File: src/rtl/mc_ctrl_if.sv
// ============================================================================
// Module   : mc_ctrl_if
// Brief    : Control/status bundle between the multicycle MIPS sequencer and
//            its shared ALU/memory datapath.
// Revision : 1.0 - initial release
// ============================================================================
`default_nettype none

interface mc_ctrl_if #(
    parameter int CNT_W = 32
);
    logic             run;
    logic [5:0]       opcode;
    logic             zero;
    logic             mem_ready;

    logic             PCWrite;
    logic             PCWriteCond;
    logic             IorD;
    logic             MemRead;
    logic             MemWrite;
    logic             IRWrite;
    logic             MemtoReg;
    logic             RegDst;
    logic             RegWrite;
    logic             ALUSrcA;
    logic [1:0]       ALUSrcB;
    logic [1:0]       ALUOp;
    logic [1:0]       PCSource;

    logic             busy;
    logic             err;
    logic [1:0]       err_code;
    logic [CNT_W-1:0] instr_retired;

    // Sequencer side
    modport master (
        input  run, opcode, zero, mem_ready,
        output PCWrite, PCWriteCond, IorD, MemRead, MemWrite, IRWrite,
               MemtoReg, RegDst, RegWrite, ALUSrcA, ALUSrcB, ALUOp, PCSource,
               busy, err, err_code, instr_retired
    );

    // Datapath / host side
    modport slave (
        output run, opcode, zero, mem_ready,
        input  PCWrite, PCWriteCond, IorD, MemRead, MemWrite, IRWrite,
               MemtoReg, RegDst, RegWrite, ALUSrcA, ALUSrcB, ALUOp, PCSource,
               busy, err, err_code, instr_retired
    );
endinterface

`default_nettype wire

File: src/rtl/mc_ctrl_fsm.sv
// ============================================================================
// Module   : mc_ctrl_fsm
// Brief    : Multicycle MIPS control sequencer with memory-wait timeout trap,
//            illegal-opcode trap and retired-instruction counter.
// Revision : 1.0 - initial release
// ============================================================================
`default_nettype none

module mc_ctrl_fsm #(
    parameter int MEM_TIMEOUT = 16,
    parameter int CNT_W       = 32
) (
    input  wire logic  clk,
    input  wire logic  rst_n,
    mc_ctrl_if.master  bus
);

    localparam int              c_WAIT_W    = (MEM_TIMEOUT > 2) ? $clog2(MEM_TIMEOUT) : 1;
    localparam logic [c_WAIT_W-1:0] c_WAIT_LAST = c_WAIT_W'(MEM_TIMEOUT - 1);

    localparam logic [5:0] c_OP_RTYPE = 6'b000000;
    localparam logic [5:0] c_OP_LW    = 6'b100011;
    localparam logic [5:0] c_OP_SW    = 6'b101011;
    localparam logic [5:0] c_OP_BEQ   = 6'b000100;
    localparam logic [5:0] c_OP_J     = 6'b000010;
    localparam logic [5:0] c_OP_ADDI  = 6'b001000;

    localparam logic [1:0] c_ERR_ILLEGAL = 2'b01;
    localparam logic [1:0] c_ERR_TIMEOUT = 2'b10;

    typedef enum logic [3:0] {
        S_IDLE   = 4'd0,
        S_FETCH  = 4'd1,
        S_DECODE = 4'd2,
        S_MEMADR = 4'd3,
        S_MEMRD  = 4'd4,
        S_MEMWB  = 4'd5,
        S_MEMWR  = 4'd6,
        S_EXEC   = 4'd7,
        S_RWB    = 4'd8,
        S_BRANCH = 4'd9,
        S_JUMP   = 4'd10,
        S_ADDIEX = 4'd11,
        S_ADDIWB = 4'd12,
        S_ERR    = 4'd13
    } state_t;

    state_t              r_state;
    state_t              w_next;
    logic [c_WAIT_W-1:0] r_wait_cnt;
    logic [CNT_W-1:0]    r_retired;
    logic                r_err;
    logic [1:0]          r_err_code;

    logic       w_retire;
    logic       w_wait_inc;
    logic       w_trap_illegal;
    logic       w_trap_timeout;
    logic       w_timeout;

    logic       w_pc_write;
    logic       w_pc_write_cond;
    logic       w_iord;
    logic       w_mem_read;
    logic       w_mem_write;
    logic       w_ir_write;
    logic       w_mem_to_reg;
    logic       w_reg_dst;
    logic       w_reg_write;
    logic       w_alu_src_a;
    logic [1:0] w_alu_src_b;
    logic [1:0] w_alu_op;
    logic [1:0] w_pc_source;

    // Final waiting cycle with no completion; a same-cycle mem_ready still wins.
    assign w_timeout = !bus.mem_ready && (r_wait_cnt == c_WAIT_LAST);

    always_comb begin
        w_next          = r_state;
        w_retire        = 1'b0;
        w_wait_inc      = 1'b0;
        w_trap_illegal  = 1'b0;
        w_trap_timeout  = 1'b0;
        w_pc_write      = 1'b0;
        w_pc_write_cond = 1'b0;
        w_iord          = 1'b0;
        w_mem_read      = 1'b0;
        w_mem_write     = 1'b0;
        w_ir_write      = 1'b0;
        w_mem_to_reg    = 1'b0;
        w_reg_dst       = 1'b0;
        w_reg_write     = 1'b0;
        w_alu_src_a     = 1'b0;
        w_alu_src_b     = 2'b00;
        w_alu_op        = 2'b00;
        w_pc_source     = 2'b00;

        case (r_state)
            S_IDLE: begin
                if (bus.run) w_next = S_FETCH;
            end
            S_FETCH: begin
                w_mem_read  = 1'b1;
                w_alu_src_b = 2'b01;
                if (bus.mem_ready) begin
                    w_ir_write = 1'b1;
                    w_pc_write = 1'b1;
                    w_next     = S_DECODE;
                end else if (w_timeout) begin
                    w_trap_timeout = 1'b1;
                    w_next         = S_ERR;
                end else begin
                    w_wait_inc = 1'b1;
                end
            end
            S_DECODE: begin
                w_alu_src_b = 2'b11;
                case (bus.opcode)
                    c_OP_LW, c_OP_SW: w_next = S_MEMADR;
                    c_OP_RTYPE:       w_next = S_EXEC;
                    c_OP_BEQ:         w_next = S_BRANCH;
                    c_OP_J:           w_next = S_JUMP;
                    c_OP_ADDI:        w_next = S_ADDIEX;
                    default: begin
                        w_trap_illegal = 1'b1;
                        w_next         = S_ERR;
                    end
                endcase
            end
            S_MEMADR: begin
                w_alu_src_a = 1'b1;
                w_alu_src_b = 2'b10;
                w_next      = (bus.opcode == c_OP_LW) ? S_MEMRD : S_MEMWR;
            end
            S_MEMRD: begin
                w_mem_read = 1'b1;
                w_iord     = 1'b1;
                if (bus.mem_ready) begin
                    w_next = S_MEMWB;
                end else if (w_timeout) begin
                    w_trap_timeout = 1'b1;
                    w_next         = S_ERR;
                end else begin
                    w_wait_inc = 1'b1;
                end
            end
            S_MEMWB: begin
                w_reg_write  = 1'b1;
                w_mem_to_reg = 1'b1;
                w_retire     = 1'b1;
            end
            S_MEMWR: begin
                w_mem_write = 1'b1;
                w_iord      = 1'b1;
                if (bus.mem_ready) begin
                    w_retire = 1'b1;
                end else if (w_timeout) begin
                    w_trap_timeout = 1'b1;
                    w_next         = S_ERR;
                end else begin
                    w_wait_inc = 1'b1;
                end
            end
            S_EXEC: begin
                w_alu_src_a = 1'b1;
                w_alu_op    = 2'b10;
                w_next      = S_RWB;
            end
            S_RWB: begin
                w_reg_write = 1'b1;
                w_reg_dst   = 1'b1;
                w_retire    = 1'b1;
            end
            S_BRANCH: begin
                w_alu_src_a     = 1'b1;
                w_alu_op        = 2'b01;
                w_pc_write_cond = 1'b1;
                w_pc_source     = 2'b01;
                w_retire        = 1'b1;
            end
            S_JUMP: begin
                w_pc_write  = 1'b1;
                w_pc_source = 2'b10;
                w_retire    = 1'b1;
            end
            S_ADDIEX: begin
                w_alu_src_a = 1'b1;
                w_alu_src_b = 2'b10;
                w_next      = S_ADDIWB;
            end
            S_ADDIWB: begin
                w_reg_write = 1'b1;
                w_retire    = 1'b1;
            end
            S_ERR: begin
                w_next = S_ERR;
            end
            default: begin
                w_next = S_IDLE;
            end
        endcase

        // run is only looked at on the instruction boundary
        if (w_retire) w_next = bus.run ? S_FETCH : S_IDLE;
    end

    always_ff @(posedge clk or negedge rst_n) begin
        if (!rst_n) begin
            r_state    <= S_IDLE;
            r_wait_cnt <= '0;
            r_retired  <= '0;
            r_err      <= 1'b0;
            r_err_code <= 2'b00;
        end else begin
            r_state    <= w_next;
            r_wait_cnt <= w_wait_inc ? r_wait_cnt + 1'b1 : '0;
            if (w_retire) r_retired <= r_retired + 1'b1;
            if (w_trap_illegal) begin
                r_err      <= 1'b1;
                r_err_code <= c_ERR_ILLEGAL;
            end else if (w_trap_timeout) begin
                r_err      <= 1'b1;
                r_err_code <= c_ERR_TIMEOUT;
            end
        end
    end

    assign bus.PCWrite       = w_pc_write;
    assign bus.PCWriteCond   = w_pc_write_cond;
    assign bus.IorD          = w_iord;
    assign bus.MemRead       = w_mem_read;
    assign bus.MemWrite      = w_mem_write;
    assign bus.IRWrite       = w_ir_write;
    assign bus.MemtoReg      = w_mem_to_reg;
    assign bus.RegDst        = w_reg_dst;
    assign bus.RegWrite      = w_reg_write;
    assign bus.ALUSrcA       = w_alu_src_a;
    assign bus.ALUSrcB       = w_alu_src_b;
    assign bus.ALUOp         = w_alu_op;
    assign bus.PCSource      = w_pc_source;
    assign bus.busy          = (r_state != S_IDLE) && (r_state != S_ERR);
    assign bus.err           = r_err;
    assign bus.err_code      = r_err_code;
    assign bus.instr_retired = r_retired;

endmodule

`default_nettype wire
File: src/flat_wrapper.sv
// flat-port wrapper written by rule: the top's interface ports become plain ports
module mc_ctrl_fsm_flat 
#(
    parameter int MEM_TIMEOUT = 16,
    parameter int CNT_W       = 32
)
  (clk, rst_n, bus_run, bus_opcode, bus_zero, bus_mem_ready, bus_PCWrite, bus_PCWriteCond, bus_IorD, bus_MemRead, bus_MemWrite, bus_IRWrite, bus_MemtoReg, bus_RegDst, bus_RegWrite, bus_ALUSrcA, bus_ALUSrcB, bus_ALUOp, bus_PCSource, bus_busy, bus_err, bus_err_code, bus_instr_retired);
  mc_ctrl_if #(.CNT_W(CNT_W)) bus_i ();
  input  wire logic clk;
  input  wire logic rst_n;
  input wire logic [$bits(bus_i.run)-1:0] bus_run;
  input wire logic [$bits(bus_i.opcode)-1:0] bus_opcode;
  input wire logic [$bits(bus_i.zero)-1:0] bus_zero;
  input wire logic [$bits(bus_i.mem_ready)-1:0] bus_mem_ready;
  output wire logic [$bits(bus_i.PCWrite)-1:0] bus_PCWrite;
  output wire logic [$bits(bus_i.PCWriteCond)-1:0] bus_PCWriteCond;
  output wire logic [$bits(bus_i.IorD)-1:0] bus_IorD;
  output wire logic [$bits(bus_i.MemRead)-1:0] bus_MemRead;
  output wire logic [$bits(bus_i.MemWrite)-1:0] bus_MemWrite;
  output wire logic [$bits(bus_i.IRWrite)-1:0] bus_IRWrite;
  output wire logic [$bits(bus_i.MemtoReg)-1:0] bus_MemtoReg;
  output wire logic [$bits(bus_i.RegDst)-1:0] bus_RegDst;
  output wire logic [$bits(bus_i.RegWrite)-1:0] bus_RegWrite;
  output wire logic [$bits(bus_i.ALUSrcA)-1:0] bus_ALUSrcA;
  output wire logic [$bits(bus_i.ALUSrcB)-1:0] bus_ALUSrcB;
  output wire logic [$bits(bus_i.ALUOp)-1:0] bus_ALUOp;
  output wire logic [$bits(bus_i.PCSource)-1:0] bus_PCSource;
  output wire logic [$bits(bus_i.busy)-1:0] bus_busy;
  output wire logic [$bits(bus_i.err)-1:0] bus_err;
  output wire logic [$bits(bus_i.err_code)-1:0] bus_err_code;
  output wire logic [$bits(bus_i.instr_retired)-1:0] bus_instr_retired;
  assign bus_i.run = bus_run;
  assign bus_i.opcode = bus_opcode;
  assign bus_i.zero = bus_zero;
  assign bus_i.mem_ready = bus_mem_ready;
  assign bus_PCWrite = bus_i.PCWrite;
  assign bus_PCWriteCond = bus_i.PCWriteCond;
  assign bus_IorD = bus_i.IorD;
  assign bus_MemRead = bus_i.MemRead;
  assign bus_MemWrite = bus_i.MemWrite;
  assign bus_IRWrite = bus_i.IRWrite;
  assign bus_MemtoReg = bus_i.MemtoReg;
  assign bus_RegDst = bus_i.RegDst;
  assign bus_RegWrite = bus_i.RegWrite;
  assign bus_ALUSrcA = bus_i.ALUSrcA;
  assign bus_ALUSrcB = bus_i.ALUSrcB;
  assign bus_ALUOp = bus_i.ALUOp;
  assign bus_PCSource = bus_i.PCSource;
  assign bus_busy = bus_i.busy;
  assign bus_err = bus_i.err;
  assign bus_err_code = bus_i.err_code;
  assign bus_instr_retired = bus_i.instr_retired;
  mc_ctrl_fsm #(.MEM_TIMEOUT(MEM_TIMEOUT), .CNT_W(CNT_W)) u_core (.clk(clk), .rst_n(rst_n), .bus(bus_i));
endmodule
File: config.mk
export PLATFORM = sky130hd
export DESIGN_NAME = mc_ctrl_fsm_flat
export DESIGN_NICKNAME = d
export VERILOG_FILES = /design/src/rtl/mc_ctrl_if.sv /design/src/rtl/mc_ctrl_fsm.sv /design/src/flat_wrapper.sv
export SDC_FILE = /design/constraint.sdc
export NUM_CORES = 1
export LEC_CHECK = 0
export ABC_AREA = 0
export CAP_MARGIN = 0
export CORE_MARGIN = 8
export CORE_UTILIZATION = 49
export CTS_CLUSTER_DIAMETER = 40
export DETAILED_ROUTE_END_ITERATION = 7
export MAX_ROUTING_LAYER = met4
export PLACE_DENSITY = 0.81
export SYNTH_ARGS = -nofsm -noshare
export SYNTH_HDL_FRONTEND = slang
export SYNTH_SLANG_ARGS = --single-unit
File: constraint.sdc
create_clock -name clk -period 2.3 [get_ports clk]
set_input_delay 0.46 -clock clk [delete_from_list [all_inputs] [get_ports clk]]
set_output_delay 0.46 -clock clk [all_outputs]
set_load 0.005 [all_outputs]
Word level (Yosys, flattened, before mapping)
Index checks and enable logic that the tools add are counted.
{"block": "word_totals", "regBits": 43, "latch_bits": 0, "mem_bits_rw": 0, "mem_bits_ro": 0, "output_inout_bits": 52, "wordCells": 85, "memories": 0}
{"block": "op_classes", "addsub": 2, "multipliers": 0, "n_div": 0, "n_lt_le_gt_ge": 0, "n_eq_ne": 23, "shift": 0, "mux": 38, "n_bitwise": 0, "n_reduce_logical": 17}
{"op": "one-hot mux 4 bit (10 select lines)", "count": 1}
{"op": "adder 32 x 1 -> 32 bit, second input constant", "count": 1}
{"op": "== test 4 bit, second input constant", "count": 7}
{"op": "2-to-1 mux 4 bit", "count": 7}
{"op": "2-to-1 mux 1 bit", "count": 21}
{"op": "one-hot mux 4 bit (5 select lines)", "count": 1}
{"op": "== test 4 x 3 -> 1 bit, second input constant", "count": 4}
{"op": "== test 6 bit, second input constant", "count": 2}
{"op": "== test 4 x 2 -> 1 bit, second input constant", "count": 2}
{"op": "one-hot mux 2 bit (2 select lines)", "count": 2}
{"op": "OR reduction 2 bit", "count": 4}
{"op": "== test 6 x 2 -> 1 bit, second input constant", "count": 1}
{"op": "== test 6 x 3 -> 1 bit, second input constant", "count": 1}
{"op": "== test 6 x 4 -> 1 bit, second input constant", "count": 1}
{"op": "zero test 6 bit", "count": 1}
{"op": "2-to-1 mux 2 bit", "count": 3}
{"op": "inequality test 3 x 2 -> 1 bit, second input constant", "count": 2}
{"op": "one-hot mux 2 bit (3 select lines)", "count": 1}
{"op": "OR reduction 3 bit", "count": 2}
{"op": "OR reduction 6 bit", "count": 1}
{"op": "OR reduction 5 bit", "count": 1}
{"op": "adder 4 x 1 -> 4 bit, second input constant", "count": 1}
{"op": "== test 4 x 1 -> 1 bit, second input constant", "count": 1}
{"op": "zero test 4 bit", "count": 1}
{"op": "9 further kinds", "count": 11}

Longest topological paths before layout
{"block": "depth", "ltp_word": 7, "ltp_mapped": 7, "mapped_depth_nobuf": 6}

Worst setup path after synthesis
Ideal clock, no wire load.
{"block": "synth_timing", "path_type": "reg2out", "start": "reg u_core.r_state[3]", "end": "out bus_ALUOp[0]", "arrival_time_ns": 1.298, "t_required_ns": 1.840, "slack_ns": 0.542, "stages_incl_launch_ff": 6, "path_buffers": 3, "path_cell_list": "dfrtp_1 -> clkbuf_1 -> clkbuf_1 -> nand2_1 -> nor2_1 -> buf_4"}
{"block": "synth_via", "elab_chain_len": 2}
{"element": "start: declaration", "line_no": "mc_ctrl_fsm.sv:48", "rtl": "state_t r_state;"}
{"element": "start signal: assignment", "line_no": "mc_ctrl_fsm.sv:215", "rtl": "r_state <= w_next;"}
{"element": "== test 4 bit or == test 4 x 3 -> 1 bit (tied branches)", "line_no": "mc_ctrl_fsm.sv:98", "rtl": "case (r_state)"}
{"element": "one-hot mux 2 bit (2 select lines) *", "line_no": "mc_ctrl_fsm.sv:98"}
{"element": "end: declaration", "line_no": "flat_wrapper.sv:26", "rtl": "output wire logic [$bits(bus_i.ALUOp)-1:0] bus_ALUOp;"}
Every way passes the cells marked *; elsewhere a longest branch is shown, timed or not.

Worst setup path in the final report
{"block": "layout_timing", "start": "reg u_core.r_state[0]", "end": "out bus_PCWrite"}
{"block": "layout_via", "elab_chain_len": 2}
{"element": "== test 4 bit or == test 4 x 1 -> 1 bit (tied branches)", "line_no": "mc_ctrl_fsm.sv:98"}
{"element": "one-hot mux 1 bit (2 select lines) *", "line_no": "mc_ctrl_fsm.sv:98"}
{"element": "end: declaration", "line_no": "flat_wrapper.sv:15", "rtl": "output wire logic [$bits(bus_i.PCWrite)-1:0] bus_PCWrite;"}
Marks and branches as above.

==> impl_results.md <==
* Reg2Reg Launch Point: u_core.bus.instr_retired[15]
* Routed length per instance at between 15 and 20 µm
* Cells on worst reg2reg path at 5
* Starting DRT DRC Count at around 130
* CTS max path bufs at 2
* Outcome: finished with violations
* Final nets at 339
* Syn Area/Cell at 9.509 µm²
* CTS tree: yes
* Worst skew pair latency at 0.30 ns
* Worst EP required at 1.84 ns
* Crit path DAT at between 1.5 and 2 ns
* FF+latch count, synth at between 40 and 50
* Critical path type: flop to output port
* I/O pins at 63
* Die area at around 7300 µm²
* First-pass GRT wire length at 9.984 mm
* Max Fclk at around 430 MHz
* Root buffer cell: clkbuf_8
* Row count at 25
* Post-layout min period at about 2.3 ns
* Slew @ Worst Pin at 0.5976 ns
* Via Count at roughly 2,100
* Synth top cells by count: dfrtp_1 (43), nor2_1 (29), nand2_1 (21)
* CP Cell Sequence: buf_4, nand3_2, nor3_4, or2_4, clkdlybuf4s50_1
* Setup crit start kind: flop
* Pwr Density at 795.3 nW/µm²
* Sequential share of the synthesized area at 0.4526
* Count leader, synth: dfrtp_1
* R2R Setup Slk at around 0.36 ns
* Initial Util at 0.5067
* Reg2reg end: u_core.bus.instr_retired[31]
* Stages on worst setup path at 5
* CTS clk-pin slew, worst paths at ~0.08 ns
* Largest cells by area after synthesis: dfrtp_1 (45%), xor2_1 (6.6%), xnor2_1 (5.5%)
* Largest net degree at the start of global routing at between 40 and 50
* Cell family with most CP delay: buffers and inverters
* Final Hold Slack at 0.2232 ns
* Final Skew at roughly 0.0063 ns
* Final setup violation count at 1
* HP Class: primary input to async pin
* Drt pass-1 iters at 4
* Max-cap violations at 0
* Maximum fanout along the worst path at 8
* Setup crit start: u_core.r_state[0]
* H-tree levels at 2
* Die height at roughly 86 µm
* DRT Wirelength at between 6 and 7 mm
* CP max stage delay at just under 0.5 ns
* Post-synthesis cell type count at just under 50
* Worst slew margin at 0.5985
* Vias in the first global route at between 2,000 and 2,500
* Setup slack after layout at -0.005610 ns
* Initial antenna violation count at 0
* Global placement routability congestion at just over 0.9
* Post-synth top flop: dfrtp_1
* Die width at between 80 and 90 µm
* Final Util at 0.6981
* Post-route DRC at 0
* Grt total ovfl at 0
* Async set-reset flop share out of synthesis at 1.000
* Worst IR Drop VDD at about 0.00053 V
* Crit path to: bus_PCWrite
* Post-Syn Area at roughly 2400 µm²
* EDFF count, synth at 0
* Core Region at 4692 µm²
* Syn_nets at between 200 and 300
* Inserted Diodes at 0
* WP buf/inv at 2
* Vias/cell at ~5.6
* All-Layer GR Usage at 0.1705
* Failing checks: negative setup slack
* Tcrit/Tclk final at 1.002
* Buffers on Ports at 61
* Final Hold Viols at 0
* Post-synth top area share at 0.4526
* Post-synth top area cell: dfrtp_1
* Clk sinks at 43
* FILL cells at 360
* Crit end category: output port
* CTS Buf Count at 5
* Slowest cell on crit path: clkdlybuf4s50_1
* Mapped Cells at 250
* Ratio of cells with drive above 1 in the final layout at 0.1498
* Setup WS pre-CTS at -0.05190 ns
* RSZ-0062 raised after global routing: yes
* Max Slew Vio Count at 0
* ANT nets after route at 0
* Detailed Place HPWL at between 4 and 5 mm
* Syn. warnings at 0
* Total leakage power at 1.434 nW
* Synth-to-layout area growth at 37.79%
* CTS Hold Buffers Added at 0
[cells by family after synthesis]
kind of cell,Yosys count,synth area share
flip-flops,43,0.4526
multiplexers,1,0.004737
XOR/XNOR,33,0.1216
AND/OR/NAND/NOR,118,0.2753
adder cells (fa/ha/maj),3,0.01474
buffers and inverters,16,0.03052
AO/OA/AOI/OAI,36,0.1005
[per-layer routing]
layer / GRT usage / part of all wire / vias to the layer above
met5: - / 0 / -
li1: - / - / 1031
met4: 0.06529 / 0.023 / 0
met3: 0.03725 / 0.052 / 12
met1: 0.2120 / 0.46 / 1027
met2: 0.2652 / 0.47 / 65
[metrics by stage]
step | setup TNS (ns) | instance area, µm² | instances | total power [W]
6_report | -0.005610 | 3276 | 381 | 0.002605
5_1_grt | -0.1213 | 3276 | 381 | 0.002778
4_1_cts | 0 | 3204 | 376 | 0.002531
3_5_place_dp | -0.05684 | 3098 | 368 | 0.002031
3_3_place_gp | -0.01275 | 3098 | 368 | 0.002016
2_1_floorplan | 0 | 2377 | 250 | 0.001526
[power breakdown]
part	internal, W	switching, W	leakage, nW
clock network	0.000211	0.000263	0.0402
registers	0.000858	0.000127	0.560
logic	0.000626	0.000519	0.833
total	0.00170	0.000909	1.43
[cells in the final DEF, fill, tap and decap left out, types with 3 or more instances in the layout]
cell type,count
clkdlybuf4s50_1,58
dfrtp_1,41
nor2_1,27
nand2_1,21
xor2_1,18
buf_4,18
xnor2_1,15
nor3_1,14
nand3_1,10
o21ai_0,9
nand4_1,7
inv_1,6
and3_1,6
a21oi_1,6
nand2b_1,5
clkbuf_8,5
nand3b_1,3
nor2b_1,3
[registers in the layout (all words and copies together), names as in the netlist]
| name | flops |
|---|---|
| u_core.bus.instr_retired | 32 |
| u_core.r_state | 4 |
| u_core.r_wait_cnt | 4 |
| u_core.bus.err_code | 2 |
| u_core.bus.err | 1 |
[timing repair]
| action | CTS | global route |
|---|---|---|
| resized for setup | 5 | 12 |
| setup endpoints to repair | 14 | 11 |
| pin swaps | 0 | 1 |
| setup buffers | 0 | 5 |
[final cells by class]
class | count | area (µm²) | share of cell area
clock inverter | 3 | 20.02 | 0.006112
clock buffer | 5 | 68.82 | 0.02101
multi-input combinational | 191 | 1270 | 0.3877
tap | 54 | 67.56 | 0.02063
timing repair buffer | 79 | 745.7 | 0.2277
inverter | 6 | 22.52 | 0.006875
sequential | 43 | 1081 | 0.3300
[worst min path at each step]
stage | end | slack (ns) | from | cells past startpoint
3_5_place_dp | u_core.bus.err | 0.46 | u_core.bus.err | 1
4_1_cts | u_core.bus.instr_retired[13] | 0.24 | rst_n | 2
2_1_floorplan | u_core.bus.err | 0.16 | rst_n | 0
5_1_grt | u_core.bus.instr_retired[10] | 0.27 | rst_n | 2
3_3_place_gp | u_core.bus.err | 0.46 | u_core.bus.err | 1
6_report | u_core.bus.instr_retired[10] | 0.22 | rst_n | 2
Power figures use the tool's default switching activity.
